--- config.mk ---
export PLATFORM = sky130hd
export DESIGN_NAME = sdram_arbiter
export DESIGN_NICKNAME = d
export VERILOG_FILES = /design/src/rtl/sdram_arbiter_pkg.sv /design/src/rtl/sdram_ref_timer.sv /design/src/rtl/sdram_arbiter.sv
export SDC_FILE = /design/constraint.sdc
export NUM_CORES = 1
export LEC_CHECK = 0
export BUFFER_PORTS_ARGS = -buffer_cell sky130_fd_sc_hd__clkbuf_2
export CAP_MARGIN = 40
export CORE_MARGIN = 2
export CORE_UTILIZATION = 40
export CTS_CLUSTER_DIAMETER = 60
export DETAILED_ROUTE_END_ITERATION = 10
export HOLD_SLACK_MARGIN = 0.05
export PLACE_DENSITY_LB_ADDON = 0.12
export SYNTH_ARGS = -nofsm -noshare
export SYNTH_HDL_FRONTEND = slang
export SYNTH_HIERARCHICAL = 1
export SYNTH_SLANG_ARGS = --single-unit
--- constraint.sdc ---
create_clock -name sclk -period 1.6 [get_ports sclk]
set_input_delay 0.24 -clock sclk [delete_from_list [all_inputs] [get_ports sclk]]
set_output_delay 0.24 -clock sclk [all_outputs]
set_load 0.02 [all_outputs]
--- src/rtl/sdram_arbiter_pkg.sv ---
// sdram_arbiter_pkg: command/state encodings and refresh interval shared by the arbiter and SDRAM_Ctrl
package sdram_arbiter_pkg;
  localparam int TREF_CYC = 1040;
  typedef enum logic [1:0] {
    CMD_NONE = 2'b00,
    CMD_AREF = 2'b01,
    CMD_WR   = 2'b10,
    CMD_RD   = 2'b11
  } cmd_t;
  typedef enum logic [4:0] {
    ST_WAIT_INIT = 5'b00001,
    ST_ARB       = 5'b00010,
    ST_REF       = 5'b00100,
    ST_WR        = 5'b01000,
    ST_RD        = 5'b10000
  } state_t;
endpackage

--- src/rtl/sdram_ref_timer.sv ---
// sdram_ref_timer: refresh interval counter raising a pending request every TREF_CYC enabled cycles
module sdram_ref_timer #(
  parameter int TREF_CYC = sdram_arbiter_pkg::TREF_CYC,
  parameter int CNT_W    = 11
) (
  input  logic sclk,
  input  logic rst_n,
  input  logic en_i,
  input  logic clr_i,
  output logic pending_o,
  output logic overrun_o
);
  logic [CNT_W-1:0] cnt_q, cnt_d;
  logic pend_q, pend_d, ovr_q, ovr_d, tc;
  // a fresh deadline beats a same-cycle clear so that request is never lost
  always_comb begin
    tc = en_i && (cnt_q == CNT_W'(TREF_CYC - 1));
    cnt_d = (en_i && !tc) ? cnt_q + 1'b1 : '0;
    pend_d = tc | (pend_q & ~clr_i);
    ovr_d = ovr_q | (tc & pend_q);
  end
  always_ff @(posedge sclk or negedge rst_n)
    if (!rst_n) begin
      cnt_q <= '0;
      pend_q <= 1'b0;
      ovr_q <= 1'b0;
    end else begin
      cnt_q <= cnt_d;
      pend_q <= pend_d;
      ovr_q <= ovr_d;
    end
  assign pending_o = pend_q;
  assign overrun_o = ovr_q;
endmodule

--- src/rtl/sdram_arbiter.sv ---
// sdram_arbiter: serialises auto-refresh, write and read bursts onto the SDRAM_Ctrl start/done handshake
// SDRAM_ARB_RR_EN: alternate write/read when both request; undefined gives write fixed priority over read
module sdram_arbiter #(
  parameter int TREF_CYC = sdram_arbiter_pkg::TREF_CYC,
  parameter int ADDR_W   = 24,
  parameter int CNT_W    = 11
) (
  input  logic              sclk,
  input  logic              rst_n,
  input  logic              init_done,
  input  logic              wr_req,
  input  logic [ADDR_W-1:0] wr_addr,
  output logic              wr_ack,
  input  logic              rd_req,
  input  logic [ADDR_W-1:0] rd_addr,
  output logic              rd_ack,
  output logic              cmd_start,
  output logic [1:0]        cmd_type,
  output logic [ADDR_W-1:0] cmd_addr,
  input  logic              cmd_done,
  output logic              busy,
  output logic              ref_overrun
);
  import sdram_arbiter_pkg::*;
  state_t state_q, state_d;
  cmd_t type_q, type_d;
  logic [ADDR_W-1:0] addr_q, addr_d;
  logic start_q, start_d, wr_ack_q, wr_ack_d, rd_ack_q, rd_ack_d;
  logic ref_pending, ref_clr, grant_wr;
`ifdef SDRAM_ARB_RR_EN
  logic last_wr_q, last_wr_d;
  assign grant_wr = wr_req & ~(rd_req & last_wr_q);
`else
  assign grant_wr = wr_req;
`endif
  assign ref_clr = (state_q == ST_REF) & cmd_done;
  sdram_ref_timer #(.TREF_CYC(TREF_CYC), .CNT_W(CNT_W)) u_ref_timer (
    .sclk(sclk),
    .rst_n(rst_n),
    .en_i(init_done),
    .clr_i(ref_clr),
    .pending_o(ref_pending),
    .overrun_o(ref_overrun)
  );
  always_comb begin
    state_d = state_q;
    type_d = type_q;
    addr_d = addr_q;
    start_d = 1'b0;
    wr_ack_d = 1'b0;
    rd_ack_d = 1'b0;
`ifdef SDRAM_ARB_RR_EN
    last_wr_d = last_wr_q;
`endif
    case (state_q)
      ST_WAIT_INIT: state_d = init_done ? ST_ARB : ST_WAIT_INIT;
      ST_ARB:
        if (!init_done) state_d = ST_WAIT_INIT;
        else if (ref_pending) begin
          state_d = ST_REF;
          type_d = CMD_AREF;
          addr_d = '0;
          start_d = 1'b1;
        end else if (wr_req | rd_req) begin
          state_d = grant_wr ? ST_WR : ST_RD;
          type_d = grant_wr ? CMD_WR : CMD_RD;
          addr_d = grant_wr ? wr_addr : rd_addr;
          start_d = 1'b1;
        end
      ST_REF, ST_WR, ST_RD:
        if (cmd_done) begin
          state_d = init_done ? ST_ARB : ST_WAIT_INIT;
          type_d = CMD_NONE;
          addr_d = '0;
          wr_ack_d = state_q == ST_WR;
          rd_ack_d = state_q == ST_RD;
`ifdef SDRAM_ARB_RR_EN
          last_wr_d = (state_q == ST_REF) ? last_wr_q : (state_q == ST_WR);
`endif
        end
      default: state_d = ST_WAIT_INIT;
    endcase
  end
  always_ff @(posedge sclk or negedge rst_n)
    if (!rst_n) begin
      state_q <= ST_WAIT_INIT;
      type_q <= CMD_NONE;
      addr_q <= '0;
      start_q <= 1'b0;
      wr_ack_q <= 1'b0;
      rd_ack_q <= 1'b0;
    end else begin
      state_q <= state_d;
      type_q <= type_d;
      addr_q <= addr_d;
      start_q <= start_d;
      wr_ack_q <= wr_ack_d;
      rd_ack_q <= rd_ack_d;
    end
`ifdef SDRAM_ARB_RR_EN
  // reset value 0 means READ was served last, so the first contested grant goes to WRITE
  always_ff @(posedge sclk or negedge rst_n)
    if (!rst_n) last_wr_q <= 1'b0;
    else last_wr_q <= last_wr_d;
`endif
  assign cmd_start = start_q;
  assign cmd_type = type_q;
  assign cmd_addr = addr_q;
  assign wr_ack = wr_ack_q;
  assign rd_ack = rd_ack_q;
  assign busy = state_q inside {ST_REF, ST_WR, ST_RD};
endmodule

; ---- Word-level counts from Yosys, hierarchy flattened
; Index checks and enable logic that the tools add are counted.
[word_totals]
ff_bits = 47
inputBits = 54
output_inout_bits = 31
word_cells = 63
[classes]
n_addsub = 1
n_eq_ne = 10
mux = 28
bitwise = 7
n_reduce_logical = 8
[ops]
columns = op, count
row1 = 24-bit two-way mux, 5
row2 = 24-bit one-hot mux with 2 select lines, 1
row3 = 5-bit two-way mux, 5
row4 = 5-bit one-hot mux with 3 select lines, 1
row5 = 11-bit by 1-bit adder with 11-bit output (second input constant), 1
row6 = 11-bit == test (second input constant), 1
row7 = 11-bit two-way mux, 1
row8 = 2-bit two-way mux, 5
row9 = 1-bit two-way mux, 9
row10 = 5-bit by 1-bit == test with 1-bit output (second input constant), 1
row11 = 5-bit by 2-bit == test with 1-bit output (second input constant), 1
row12 = 5-bit by 3-bit == test with 1-bit output (second input constant), 1
row13 = 5-bit by 4-bit == test with 1-bit output (second input constant), 1
row14 = 5-bit == test (second input constant), 1
row15 = 2-bit inequality test (second input constant), 2
row16 = 4-bit by 3-bit inequality test with 1-bit output (second input constant), 1
row17 = 2-bit one-hot mux with 2 select lines, 1
row18 = 4-bit AND reduction, 1
row19 = 1-bit bitwise AND, 3
row20 = 3-bit by 2-bit inequality test with 1-bit output (second input constant), 1
row21 = 1-bit bitwise OR, 3
row22 = 3-bit nonzero test, 1
row23 = 3-bit OR reduction, 1
row24 = 1-bit logical AND, 2
row25 = other kinds (4), 4

; ---- Depth between registers and ports, before layout
; Gate-level depths: netlist of run 1.
[logic_depth]
word_depth = 5
ltp_mapped = 7

; ---- Cells and area by module
; Netlist of run 1, hierarchy kept.
[by_module_without_submodules]
columns = module, instances, cells_each, area_each_um2
row1 = sdram_arbiter, 1, 127, 1672.9
row2 = sdram_ref_timer, 1, 58, 621.8

; ---- Least setup slack after synthesis of run 1
; No wires, ideal clock.
[synth_path]
kind = register to register
from = reg state_q[4]
to = reg addr_q[10] (netlist: cmd_addr[10])
setup_time_ns = 0.122
arrival_ns = 1.626
setup_slack_ns = -0.148
stages_incl_launch_ff = 8
cell_sequence = dfrtp_1 buf_6 nor3_2 nor3b_4 o21ba_1 buf_6 buf_6 a32o_1
[synth_via]
elab_chain_len = 4
word_cells_on_any_way = 11
[synth_rtl]
columns = element, line
row1 = from (decl), sdram_arbiter.sv:25  ; state_t state_q, state_d;
row2 = from (signal assigned), sdram_arbiter.sv:93  ; state_q <= state_d;
row3 = 5-bit by 3-bit == test with 1-bit output (tied with other cells), sdram_arbiter.sv:55  ; case (state_q)
row4 = 3-bit OR reduction, sdram_arbiter.sv:55
row5 = 2-bit inequality test (no source line) / 2-bit nonzero test (equally long branches), -
row6 = 4-bit AND reduction (no source line), -
row7 = to (signal assigned), sdram_arbiter.sv:95  ; addr_q <= addr_d;
row8 = to (decl), sdram_arbiter.sv:27  ; logic [ADDR_W-1:0] addr_q, addr_d;
; Several ways; a longest one is shown, not always the timed one.
; A chain may end at the register's enable or synchronous reset.

; ---- Worst setup path after layout of run 1
[layout_path]
from = reg state_q[4]
to = out busy
[layout_via]
elab_chain_len = 2
word_cells_on_any_way = 4
[layout_rtl]
columns = element, line
row1 = 5-bit by 3-bit == test with 1-bit output (tied with other cells), sdram_arbiter.sv:111  ; assign busy = state_q inside {ST_REF, ST_WR, ST_RD};
row2 = 3-bit nonzero test *, sdram_arbiter.sv:111
row3 = to (decl), sdram_arbiter.sv:21  ; output logic busy,
; Mark *: on every way between the ends. The rest lies on a longest branch, timed or not.

==> reports/summary.log, run 1 <==
qor: logic_synthesis.synth_ff_type sky130_fd_sc_hd__dfrtp_1
qor: placed_design.place_congestion 0.786
qor: placed_design.place.detailed.hpwl 3.62 mm
qor: timing.period_needed 1.66 ns
qor: floorplan.core_area 0.00554 mm2
qor: logic_synthesis.ys_warn_count 6
qor: clock_network.tritoncts_clock_tree done
qor: logic_synthesis.mappedNetlistArea 0.00229 mm2
qor: cells_and_area.layout.cells.most_common_list 83 x sky130_fd_sc_hd__clkbuf_2, 44 x sky130_fd_sc_hd__dfrtp_1, 26 x sky130_fd_sc_hd__a32o_1, 24 x sky130_fd_sc_hd__mux2_2, 22 x sky130_fd_sc_hd__buf_4
qor: timing.final-max-slew-violation-count 0
qor: floorplan.floorplan.rows 27
qor: critical_path.cp.arrival 1.42 ns
qor: timing.setup_tns -0.767 ns
qor: critical_path.worst-endpoint-required 1.36 ns
qor: cells_and_area.post-route-cell-area 0.00315 mm2
qor: critical_path.max_stage_delay_cell_worst_path sky130_fd_sc_hd__dfrtp_2
qor: power.sw_frac_of_total 0.353
qor: global_routing.grt_util_met2 0.301
qor: power.power.share.sequential 0.453
qor: logic_synthesis.synth_sequential_area_ratio 0.513
qor: global_routing.use_met1 0.224
qor: global_routing.gr-usage-met3 0.0407
qor: floorplan.boundaryPins 85
qor: timing.worst_slack -0.0592 ns
qor: cells_and_area.finalNetCount 344
qor: power.total_power 3.75 mW
qor: route.remaining_drc_errors 0
qor: critical_path.critPathLaunchType flop
qor: placed_design.dpl_cell_area 0.00293 mm2
qor: global_routing.grt_pass1_vias 1961
qor: logic_synthesis.synth_nets 240
qor: route.route.detailed.wl_per_inst 14.4 um
qor: timing.rsz_0062_raised_after_global_routing yes
qor: global_routing.antenna_found_initial 0
qor: global_routing.grt_first_pass_wirelength 8.83 mm
qor: logic_synthesis.async_reset_ff_frac 1.00
qor: power.worst_ir_drop_vdd 0.691 mV
qor: cells_and_area.layout.cells.non_filler 362
qor: route.drt_pass1_iterations 4
qor: cells_and_area.insertedDiodeCount 0
qor: critical_path.criticalPathCategory flop to output pin
qor: clock_network.clock_insertion_delay_worst_skew 0.29 ns
qor: global_routing.globalRoute.busiestLayer met2
qor: global_routing.grt.overflow.total 0
qor: power.cell_internal_power 2.42 mW
qor: cells_and_area.fillCellCount 508
qor: critical_path.path_buf_inv 2
qor: cells_and_area.share_of_layout_cells_above_drive_strength_1 0.583
qor: timing.timing.final.hold_violations 0
qor: status.outcome finished with violations
qor: clock_network.cts.htree.levels 2
qor: floorplan.dieArea 0.00636 mm2
qor: cells_and_area.area_delta_synth_final 37.3%
qor: clock_network.numCtsBuffers 5
qor: placed_design.input_output_buffers 84
qor: power.p_clk_frac 0.189
qor: floorplan.floorplan.die.height 79.7 um
qor: clock_network.cts-root-to-sink-buffers 2
qor: global_routing.grt_usage 0.174
qor: timing.finalCritPeriodShare 1.04
qor: clock_network.clk_pin_slew 0.09 ns
qor: timing.fin_skew 0.00418 ns
qor: critical_path.crit_family flip-flops
qor: route.totalWireLength 5.23 mm
qor: route.initial_drc_count 87
qor: placed_design.dp_cells 348
qor: critical_path.endpoint_kind output pin
qor: worst_hold_path.hp-class input pin to flop
qor: timing.tightestPinTransition 0.333 ns
qor: power.cellPowerDensity 1190 mW/mm2
qor: route.num_vias 1908
qor: critical_path.crit_path_max_incr_delay 0.46 ns
qor: route.routed_via_density 5.27
qor: logic_synthesis.post_synth_inst_count 185
qor: timing.max_freq 0.603 GHz
qor: cells_and_area.mostFrequentLayoutCell sky130_fd_sc_hd__clkbuf_2
qor: timing.max-slew-margin-rel 0.778
qor: floorplan.width_of_the_chip 79.7 um
qor: logic_synthesis.synth-seq-cells 47
qor: flow_run.drv_cap 0
qor: route.drt.antenna.violating_nets 0
qor: critical_path.cp_cell_sequence xor2_2, o21ai_2, buf_4, nor3_4, buf_6
qor: clock_network.clockRootBuffer sky130_fd_sc_hd__clkbuf_8
qor: timing.fin_hold_ws 0.240 ns
qor: logic_synthesis.synth_cell_types 39
qor: global_routing.grt_max_degree 48
qor: power.power_switching 1.32 mW
qor: floorplan.floorplan.initialDensity 0.414
qor: logic_synthesis.synth_enable_flop_cells 0
qor: logic_synthesis.syn_area_per_cell 12.4 um2
qor: power.p_leak 1.48 nW
qor: critical_path.critical_path_peak_fanout 4
qor: timing.setup_viol 27
qor: clock_network.clock_sinks 47
qor: power.pwr-share-comb 0.359
qor: status.violations_in_the_final_reports setup timing
## Yosys cell counts, types with 2 or more instances
library cell / instances / share of area
sky130_fd_sc_hd__nor3_2: 2 / 0.0087
sky130_fd_sc_hd__o31ai_1: 3 / 0.0098
sky130_fd_sc_hd__nor4b_1: 3 / 0.011
sky130_fd_sc_hd__nand2_1: 7 / 0.011
sky130_fd_sc_hd__buf_2: 3 / 0.0065
sky130_fd_sc_hd__or4_1: 3 / 0.0098
sky130_fd_sc_hd__a21oi_1: 7 / 0.015
sky130_fd_sc_hd__inv_1: 4 / 0.0065
sky130_fd_sc_hd__nor2_1: 6 / 0.0098
sky130_fd_sc_hd__buf_6: 4 / 0.020
sky130_fd_sc_hd__nand4_1: 2 / 0.0055
sky130_fd_sc_hd__dfrtp_1: 46 / 0.50
sky130_fd_sc_hd__clkbuf_1: 5 / 0.0082
sky130_fd_sc_hd__or3_1: 3 / 0.0082
sky130_fd_sc_hd__a32o_1: 26 / 0.11
sky130_fd_sc_hd__xor2_1: 4 / 0.015
sky130_fd_sc_hd__nor4_1: 3 / 0.0082
sky130_fd_sc_hd__o21ai_0: 4 / 0.0087
sky130_fd_sc_hd__mux2_2: 24 / 0.12
sky130_fd_sc_hd__nand3_1: 4 / 0.0087
sky130_fd_sc_hd__a22o_1: 4 / 0.015
## area by class of cell
| cell class | instances | area (um2) | share of cell area |
|---|---|---|---|
| Timing Repair Buffer | 111 | 673 | 0.214 |
| Clock buffer | 6 | 72.6 | 0.0230 |
| Sequential cell | 47 | 1180 | 0.375 |
| Multi-Input combinational cell | 119 | 1100 | 0.349 |
| Tap cell | 72 | 90.1 | 0.0286 |
| Clock inverter | 2 | 16.3 | 0.00516 |
| Inverter | 5 | 18.8 | 0.00596 |
## final timing paths
| check | from | end | slack, ns | cells after the start |
|---|---|---|---|---|
| worst max-delay path | state_q[4] | busy | -0.06 | 5 |
| worst min-delay path | rd_req | state_q[4] | 0.24 | 2 |
| worst max register to register | state_q[4] | cmd_type[0] | -0.05 | 5 |
| worst min register to register | u_ref_timer/overrun_o | u_ref_timer/overrun_o | 0.48 | 1 |
| max in group asynchronous | rst_n | state_q[0] | 0.87 | 3 |
| min in group asynchronous | rst_n | u_ref_timer/cnt_q[9] | 0.46 | 3 |
## logic make-up (layout without fill, tap and decap cells)
kind of cell             Yosys count  in the layout  share of synthesized area
AO/OA/AOI/OAI                     50             50                      0.192
flip-flops                        47             47                      0.513
buffers and inverters             19            124                     0.0463
AND/OR/NAND/NOR                   40             40                      0.110
XOR/XNOR                           4              4                     0.0153
adder cells (fa/ha/maj)            1              1                    0.00545
multiplexers                      24             24                      0.118
## sequential cells by signal (all words and copies together), names as in the netlist
register / count
u_ref_timer/pending_o: 1
rd_ack: 1
u_ref_timer/overrun_o: 1
wr_ack: 1
state_q: 5
u_ref_timer/cnt_q: 11
cmd_type: 2
cmd_start: 1
cmd_addr: 24
## per-stage QoR
stage | util | worst slack (ns)
2_1_floorplan | - | -0.136
3_3_place_gp | 0.529 | 0.0615
3_5_place_dp | 0.529 | 0.0340
4_1_cts | 0.555 | -0.108
5_1_grt | 0.569 | -0.155
6_report | 0.569 | -0.0592
## routing by layer
metal	vias up	routed length, um
li1	923	-
met1	932	2440
met2	51	2510
met3	2	254
met4	0	19
met5	-	0
## power by group through the flow
stage	Clock, mW	Sequential, mW	Combinational (mW)
after detailed placement	0	1.72	1.34
after CTS	0.743	1.70	1.35
after global routing	0.786	1.74	1.45
final	0.707	1.70	1.34
after floorplan	0	2.09	0.424
after global placement	0	1.71	1.33
## timing repair
action / in CTS / in global routing
pin swaps: 1 / 4
endpoints found under the hold margin: 46 / 0
hold buffers: 1 / 0
setup buffers: 4 / 2
setup endpoints to repair: 1 / 40
resized for setup: 6 / 21
No activity file was read; power rests on OpenSTA's default activity.
==> inputs of run 2 (changes only) <==
--- a/config.mk
+++ b/config.mk
@@ -17,3 +17,4 @@
 export SYNTH_HDL_FRONTEND = slang
 export SYNTH_HIERARCHICAL = 1
 export SYNTH_SLANG_ARGS = --single-unit
+export TNS_END_PERCENT = 30
==> reports/summary.log, run 2 (synthesized netlist as in run 1, its figures left out) <==
qor: status.outcome finished with violations [unchanged]
qor: status.violations_in_the_final_reports setup timing [unchanged]
qor: global_routing.grt_pass1_vias 1969 [was 1961]
qor: critical_path.register_to_register_setup_slack -0.07 ns [was -0.05 ns]
qor: critical_path.critPathLaunchType flop [unchanged]
qor: power.power.share.sequential 0.427 [was 0.453]
qor: route.num_vias 1903 [was 1908]
qor: cells_and_area.insertedDiodeCount 0 [unchanged]
qor: route.drt_pass1_iterations 4 [unchanged]
qor: placed_design.input_output_buffers 84 [unchanged]
qor: global_routing.grt_max_degree 33 [was 48]
qor: clock_network.clk_pin_slew 0.09 ns [about the same]
qor: power.power_switching 1.37 mW [was 1.32 mW]
qor: route.initial_drc_count 72 [was 87]
qor: clock_network.numCtsBuffers 5 [unchanged]
qor: critical_path.path_buf_inv 2 [unchanged]
qor: critical_path.crit_family flip-flops [unchanged]
qor: critical_path.max_stage_delay_cell_worst_path sky130_fd_sc_hd__dfrtp_2 [unchanged]
qor: power.cellPowerDensity 1260 mW/mm2 [was 1190 mW/mm2]
qor: power.p_leak 1.51 nW [was 1.48 nW]
qor: global_routing.grt.overflow.total 0 [unchanged]
qor: power.cell_internal_power 2.59 mW [was 2.42 mW]
qor: critical_path.endpoint_kind output pin [unchanged]
qor: route.route.detailed.wl_per_inst 14.8 um [was 14.4 um]
qor: cells_and_area.layout.cells.non_filler 364 [was 362]
qor: timing.timing.final.hold_violations 0 [unchanged]
qor: timing.rsz_0062_raised_after_global_routing yes [unchanged]
qor: clock_network.clockRootBuffer sky130_fd_sc_hd__clkbuf_8 [unchanged]
qor: critical_path.worst-endpoint-required 1.36 ns [about the same]
qor: cells_and_area.total_area_of_multi_input_combinational_cells 0.00105 mm2 [was 0.00110 mm2]
qor: route.remaining_drc_errors 0 [unchanged]
qor: cells_and_area.fillCellCount 485 [was 508]
qor: cells_and_area.finalNetCount 346 [was 344]
qor: cells_and_area.post-route-cell-area 0.00314 mm2 [was 0.00315 mm2]
qor: power.p_clk_frac 0.229 [was 0.189]
qor: critical_path.cp_cell_sequence xor2_2, o21ai_2, buf_6, nor3_4, buf_6 [was xor2_2, o21ai_2, buf_4, nor3_4, buf_6]
qor: floorplan.floorplan.rows 27 [unchanged]
qor: cells_and_area.seq_area 0.00118 mm2 [about the same]
qor: timing.max-slew-margin-rel 0.697 [was 0.778]
qor: clock_network.cts.htree.levels 2 [unchanged]
qor: floorplan.width_of_the_chip 79.7 um [unchanged]
qor: clock_network.cts-root-to-sink-buffers 2 [unchanged]
qor: route.drt.antenna.violating_nets 0 [unchanged]
qor: cells_and_area.layout.cells.most_common_list 83 x sky130_fd_sc_hd__clkbuf_2, 45 x sky130_fd_sc_hd__dfrtp_1, 26 x sky130_fd_sc_hd__a32o_1, 24 x sky130_fd_sc_hd__mux2_2, 24 x sky130_fd_sc_hd__buf_4 [was 83 x sky130_fd_sc_hd__clkbuf_2, 44 x sky130_fd_sc_hd__dfrtp_1, 26 x sky130_fd_sc_hd__a32o_1, 24 x sky130_fd_sc_hd__mux2_2, 22 x sky130_fd_sc_hd__buf_4]
qor: critical_path.critical_path_peak_fanout 3 [was 4]
qor: clock_network.clock_insertion_delay_worst_skew 0.31 ns [was 0.29 ns]
qor: global_routing.grt_first_pass_wirelength 8.96 mm [was 8.83 mm]
qor: global_routing.antenna_found_initial 0 [unchanged]
qor: critical_path.crit_path_frequent_cell sky130_fd_sc_hd__buf_6
qor: cells_and_area.mostFrequentLayoutCell sky130_fd_sc_hd__clkbuf_2 [unchanged]
qor: global_routing.grt_usage 0.179 [was 0.174]
qor: clock_network.tritoncts_clock_tree done [unchanged]
qor: critical_path.cp.arrival 1.48 ns [was 1.42 ns]
qor: route.totalWireLength 5.37 mm [was 5.23 mm]
qor: critical_path.criticalPathCategory flop to output pin [unchanged]
qor: timing.setup_viol 27 [unchanged]
qor: placed_design.dp_cells 350 [was 348]
qor: route.routed_via_density 5.23 [was 5.27]
qor: power.worst_ir_drop_vdd 0.740 mV [was 0.691 mV]
qor: worst_hold_path.hp-class input pin to flop [unchanged]
qor: power.pwr-share-comb 0.344 [was 0.359]
qor: floorplan.core_area 0.00554 mm2 [unchanged]
qor: floorplan.dieArea 0.00636 mm2 [unchanged]
qor: timing.worst_slack -0.116 ns [was -0.0592 ns]
qor: timing.fin_skew 0.0104 ns [was 0.00418 ns]
qor: placed_design.place.detailed.hpwl 3.72 mm [was 3.62 mm]
qor: floorplan.floorplan.initialDensity 0.414 [unchanged]
qor: clock_network.clock_sinks 47 [unchanged]
qor: timing.max_freq 0.583 GHz [was 0.603 GHz]
qor: timing.period_needed 1.72 ns [was 1.66 ns]
qor: power.total_power 3.96 mW [was 3.75 mW]
qor: power.sw_frac_of_total 0.345 [was 0.353]
qor: placed_design.worst_case_setup_slack_after_placement 0.0537 ns [was 0.0340 ns]
qor: cells_and_area.share_of_layout_cells_above_drive_strength_1 0.541 [was 0.583]
qor: timing.tightestPinTransition 0.455 ns [was 0.333 ns]
qor: flow_run.drv_cap 0 [unchanged]
qor: floorplan.floorplan.die.height 79.7 um [unchanged]
qor: floorplan.boundaryPins 85 [unchanged]
qor: timing.finalCritPeriodShare 1.07 [was 1.04]
qor: cells_and_area.post_layout_util 0.567 [was 0.569]
qor: placed_design.place_congestion 0.739 [was 0.786]
qor: cells_and_area.largest_reg_flops 24 [unchanged]
qor: timing.final-max-slew-violation-count 0 [unchanged]
qor: critical_path.crit_path_max_incr_delay 0.45 ns [was 0.46 ns]
qor: placed_design.dpl_cell_area 0.00293 mm2 [about the same]
qor: cells_and_area.area_delta_synth_final 36.9% [was 37.3%]
==> run 2: cell types whose count changed in the layout (fill, tap and decap cells not counted), moves of 2 or more <==
cell                      before  now
sky130_fd_sc_hd__nor4_2        2    0
sky130_fd_sc_hd__buf_4        22   24
sky130_fd_sc_hd__nor4_1        1    3
sky130_fd_sc_hd__nor2_2        3    0
sky130_fd_sc_hd__a21oi_2       6    0
sky130_fd_sc_hd__nor2_1        3    6
sky130_fd_sc_hd__a21oi_1       1    7
==> run 2: path summary, 6_finish.rpt <==
kind / startpoint / endpoint / cells past startpoint
worst max-delay path: state_q[4] / busy / 5
worst min register to register: u_ref_timer/cnt_q[0] / u_ref_timer/cnt_q[0] / 1
min in group asynchronous: rst_n / state_q[2] / 2
worst max register to register: state_q[3] / cmd_type[0] / 6
max in group asynchronous: rst_n / u_ref_timer/cnt_q[4] / 3
worst min-delay path: rd_req / state_q[4] / 2
==> run 2: layout make-up <==
type / count / area share
Clock inverter: 3 / 0.0147
Multi-Input combinational cell: 119 / 0.334
Tap cell: 72 / 0.0287
Inverter: 5 / 0.00598
Clock buffer: 5 / 0.0219
Timing Repair Buffer: 113 / 0.219
Sequential cell: 47 / 0.375
==> run 2: repair_timing <==
item / in CTS / in global routing
pin swaps: 1 / 1
resized for setup: 5 / 8
hold endpoints to repair: 14 / 0
hold buffers: 1 / 0
buffers inserted: 4 / 1
setup endpoints to repair: 1 / 33
==> run 2: worst register-to-register path, stage by stage (launching register included) <==
cell and delay (ns):
sky130_fd_sc_hd__dfrtp_1 0.43, sky130_fd_sc_hd__buf_4 0.16, sky130_fd_sc_hd__nor3_4 0.20, sky130_fd_sc_hd__nor3b_4 0.21
sky130_fd_sc_hd__o21ba_4 0.18, sky130_fd_sc_hd__buf_12 0.15, sky130_fd_sc_hd__a22o_1 0.23
==> run 2: per-layer routing <==
| metal | global-route usage | up-vias | wire length, um |
|---|---|---|---|
| met5 | 0 | - | 0 |
| met2 | 0.301 | 48 | 2660 |
| li1 | - | 932 | - |
| met4 | 0.0610 | 0 | 88 |
| met1 | 0.228 | 914 | 2360 |
| met3 | 0.0407 | 9 | 263 |
==> run 2: stage by stage <==
step,setup TNS [ns],hold slack (ns)
after floorplan,-2.82,-0.0556
after global placement,0,0.201
after detailed placement,0,0.207
after CTS,-1.17,0.215
after global routing,-3.38,0.216
final,-1.49,0.214
==> run 2: power groups by stage <==
stage                     Combinational, mW  Sequential [mW]  Clock, mW
after floorplan                       0.428             2.09          0
after global placement                 1.34             1.70          0
after detailed placement               1.35             1.71          0
after CTS                              1.37             1.69      0.926
after global routing                   1.46             1.73      0.978
final                                  1.36             1.69      0.906
==> inputs of run 3 (changes only) <==
==> constraint.sdc (replaced) <==
create_clock -name sclk -period 2.1 [get_ports sclk]
set_input_delay 0.315 -clock sclk [delete_from_list [all_inputs] [get_ports sclk]]
set_output_delay 0.315 -clock sclk [all_outputs]
set_load 0.02 [all_outputs]
==> reports/summary.log, run 3 (synthesized netlist as in run 1, its figures left out) <==
qor: flow_run.drv_cap 0 [unchanged]
qor: clock_network.clock_insertion_delay_worst_skew 0.29 ns [was 0.31 ns]
qor: timing.period_needed 1.82 ns
qor: placed_design.place.detailed.hpwl 3.64 mm [was 3.72 mm]
qor: clock_network.cts.htree.levels 2 [unchanged]
qor: critical_path.critPathLaunchType flop [unchanged]
qor: power.cell_internal_power 1.93 mW [was 2.59 mW]
qor: clock_network.clk_pin_slew 0.08 ns [was 0.09 ns]
qor: power.sw_frac_of_total 0.338 [was 0.345]
qor: cells_and_area.insertedDiodeCount 0 [unchanged]
qor: clock_network.tritoncts_clock_tree done [unchanged]
qor: critical_path.cp.arrival 1.50 ns [was 1.48 ns]
qor: global_routing.grt_max_degree 37 [was 33]
qor: power.worst_ir_drop_vdd 0.507 mV [was 0.740 mV]
qor: route.totalWireLength 5.11 mm [was 5.37 mm]
qor: cells_and_area.share_of_layout_cells_above_drive_strength_1 0.481 [was 0.541]
qor: route.remaining_drc_errors 0 [unchanged]
qor: critical_path.worst-endpoint-required 1.78 ns [was 1.36 ns]
qor: floorplan.width_of_the_chip 79.7 um [unchanged]
qor: critical_path.endpoint_kind output pin [unchanged]
qor: clock_network.numCtsBuffers 5 [unchanged]
qor: power.p_leak 1.37 nW [was 1.51 nW]
qor: floorplan.floorplan.initialDensity 0.414 [unchanged]
qor: timing.timing.final.hold_violations 0 [unchanged]
qor: worst_hold_path.hp-class input pin to flop [unchanged]
qor: cells_and_area.area_delta_synth_final 26.3% [was 36.9%]
qor: cells_and_area.mostFrequentLayoutCell sky130_fd_sc_hd__clkbuf_2 [unchanged]
qor: clock_network.clock_sinks 47 [unchanged]
qor: status.outcome finished, final reports clean [was finished with violations]
qor: timing.fin_skew 0.00646 ns [was 0.0104 ns]
qor: clock_network.cts-root-to-sink-buffers 2 [unchanged]
qor: clock_network.post_cts.repair.setup_buffers 0 [was 4]
qor: timing.setup_tns 0 ns [was -1.49 ns]
qor: placed_design.worst_case_setup_slack_after_placement 0.324 ns [was 0.0537 ns]
qor: timing.max-slew-margin-rel 0.565 [was 0.697]
qor: power.pwr-share-comb 0.336 [was 0.344]
qor: placed_design.input_output_buffers 84 [unchanged]
qor: global_routing.grt.overflow.total 0 [unchanged]
qor: critical_path.criticalPathCategory flop to output pin [unchanged]
qor: timing.rsz_0062_raised_after_global_routing no [was yes]
qor: floorplan.floorplan.die.height 79.7 um [unchanged]
qor: placed_design.place_congestion 0.776 [was 0.739]
qor: floorplan.dieArea 0.00636 mm2 [unchanged]
qor: route.routed_via_density 5.49 [was 5.23]
qor: timing.max_freq 0.550 GHz
qor: power.power_switching 0.984 mW [was 1.37 mW]
qor: route.drt_pass1_iterations 6 [was 4]
qor: cells_and_area.post_layout_util 0.523 [was 0.567]
qor: global_routing.grt_usage 0.174 [was 0.179]
qor: route.initial_drc_count 77 [was 72]
qor: cells_and_area.largest_reg_flops 24 [unchanged]
qor: cells_and_area.layout.cells.most_common_list 84 x sky130_fd_sc_hd__clkbuf_2, 46 x sky130_fd_sc_hd__dfrtp_1, 26 x sky130_fd_sc_hd__a32o_1, 24 x sky130_fd_sc_hd__mux2_2 [was 83 x sky130_fd_sc_hd__clkbuf_2, 45 x sky130_fd_sc_hd__dfrtp_1, 26 x sky130_fd_sc_hd__a32o_1, 24 x sky130_fd_sc_hd__mux2_2, 24 x sky130_fd_sc_hd__buf_4]
qor: route.route.detailed.wl_per_inst 14.9 um [was 14.8 um]
qor: route.drt.antenna.violating_nets 0 [unchanged]
qor: power.power.share.sequential 0.446 [was 0.427]
qor: power.p_clk_frac 0.218 [was 0.229]
qor: global_routing.antenna_found_initial 0 [unchanged]
qor: route.num_vias 1877 [was 1903]
qor: global_routing.grt_pass1_vias 1903 [was 1969]
qor: floorplan.floorplan.rows 27 [unchanged]
qor: cells_and_area.finalNetCount 325 [was 346]
qor: timing.final-max-slew-violation-count 0 [unchanged]
qor: cells_and_area.layout.cells.non_filler 342 [was 364]
qor: floorplan.boundaryPins 85 [unchanged]
qor: global_routing.grt_first_pass_wirelength 8.80 mm [was 8.96 mm]
qor: placed_design.dp_cells 334 [was 350]
qor: critical_path.critical_path_peak_fanout 8 [was 3]
qor: timing.setup_viol 0 [was 27]
qor: floorplan.core_area 0.00554 mm2 [unchanged]
qor: power.cellPowerDensity 1000 mW/mm2 [was 1260 mW/mm2]
qor: timing.finalCritPeriodShare 0.866
qor: timing.tightestPinTransition 0.651 ns [was 0.455 ns]
qor: clock_network.clockRootBuffer sky130_fd_sc_hd__clkbuf_8 [unchanged]
qor: timing.worst_slack 0.282 ns [was -0.116 ns]
-- run 3: changes by cell type in the layout (fill, tap and decap cells not counted), sizes merged --
cell | before | now
buf | 29 | 7
clkbuf | 88 | 89
inv | 5 | 4
-- run 3: worst max-delay path, stage by stage, from the launching register on --
cell and delay (ns):
sky130_fd_sc_hd__dfrtp_1 0.48, sky130_fd_sc_hd__o21ai_0 0.24, sky130_fd_sc_hd__o21ai_1 0.15, sky130_fd_sc_hd__nor3_1 0.16, sky130_fd_sc_hd__clkbuf_2 0.19
-- run 3: worst paths after layout --
check	start	to	slack (ns)	depth (start not counted)
setup / recovery	state_q[4]	busy	0.28	4
hold / removal	rd_req	state_q[4]	0.33	2
setup reg to reg	u_ref_timer/cnt_q[4]	u_ref_timer/cnt_q[3]	0.30	3
hold reg to reg	u_ref_timer/overrun_o	u_ref_timer/overrun_o	0.48	1
max in group asynchronous	rst_n	state_q[0]	1.08	3
min in group asynchronous	rst_n	cmd_addr[5]	0.46	2
-- run 3: metrics by stage --
| step | power, mW | hold slack [ns] | area (um2) |
|---|---|---|---|
| 6_report | 2.91 | 0.334 | 2900 |
| 2_1_floorplan | 1.92 | 0.0194 | 2290 |
| 3_5_place_dp | 2.31 | 0.230 | 2780 |
| 4_1_cts | 2.95 | 0.324 | 2900 |
| 5_1_grt | 3.08 | 0.351 | 2900 |
| 3_3_place_gp | 2.29 | 0.229 | 2780 |
-- run 3: final cells by class --
| type | instances | area, um2 |
|---|---|---|
| clock buffer | 5 | 68.8 |
| clock inverter | 2 | 37.5 |
| fill | 536 | 2640 |
| inverter | 5 | 18.8 |
| multi-input combinational | 119 | 1010 |
| sequential | 47 | 1180 |
| tap | 72 | 90.1 |
| timing repair buffer | 92 | 495 |
-- run 3: metal layers --
layer  part of all wire  GRT usage
met5                  0          0
met2               0.51      0.300
met4             0.0061     0.0407
met3              0.049     0.0373
met1               0.44      0.223
-- run 3: what timing repair did --
item	in CTS	in global routing
resized for setup	0	0
hold endpoints to repair	11	0
hold buffers	1	0
endpoints found under the setup margin	0	0
-- run 3: power groups by stage --
| stage | logic [mW] | registers, mW | clock network (mW) |
|---|---|---|---|
| after global routing | 1.05 | 1.33 | 0.694 |
| final | 0.977 | 1.30 | 0.634 |
| after floorplan | 0.324 | 1.59 | 0 |
| after CTS | 0.996 | 1.30 | 0.656 |
| after detailed placement | 0.993 | 1.32 | 0 |
| after global placement | 0.981 | 1.31 | 0 |
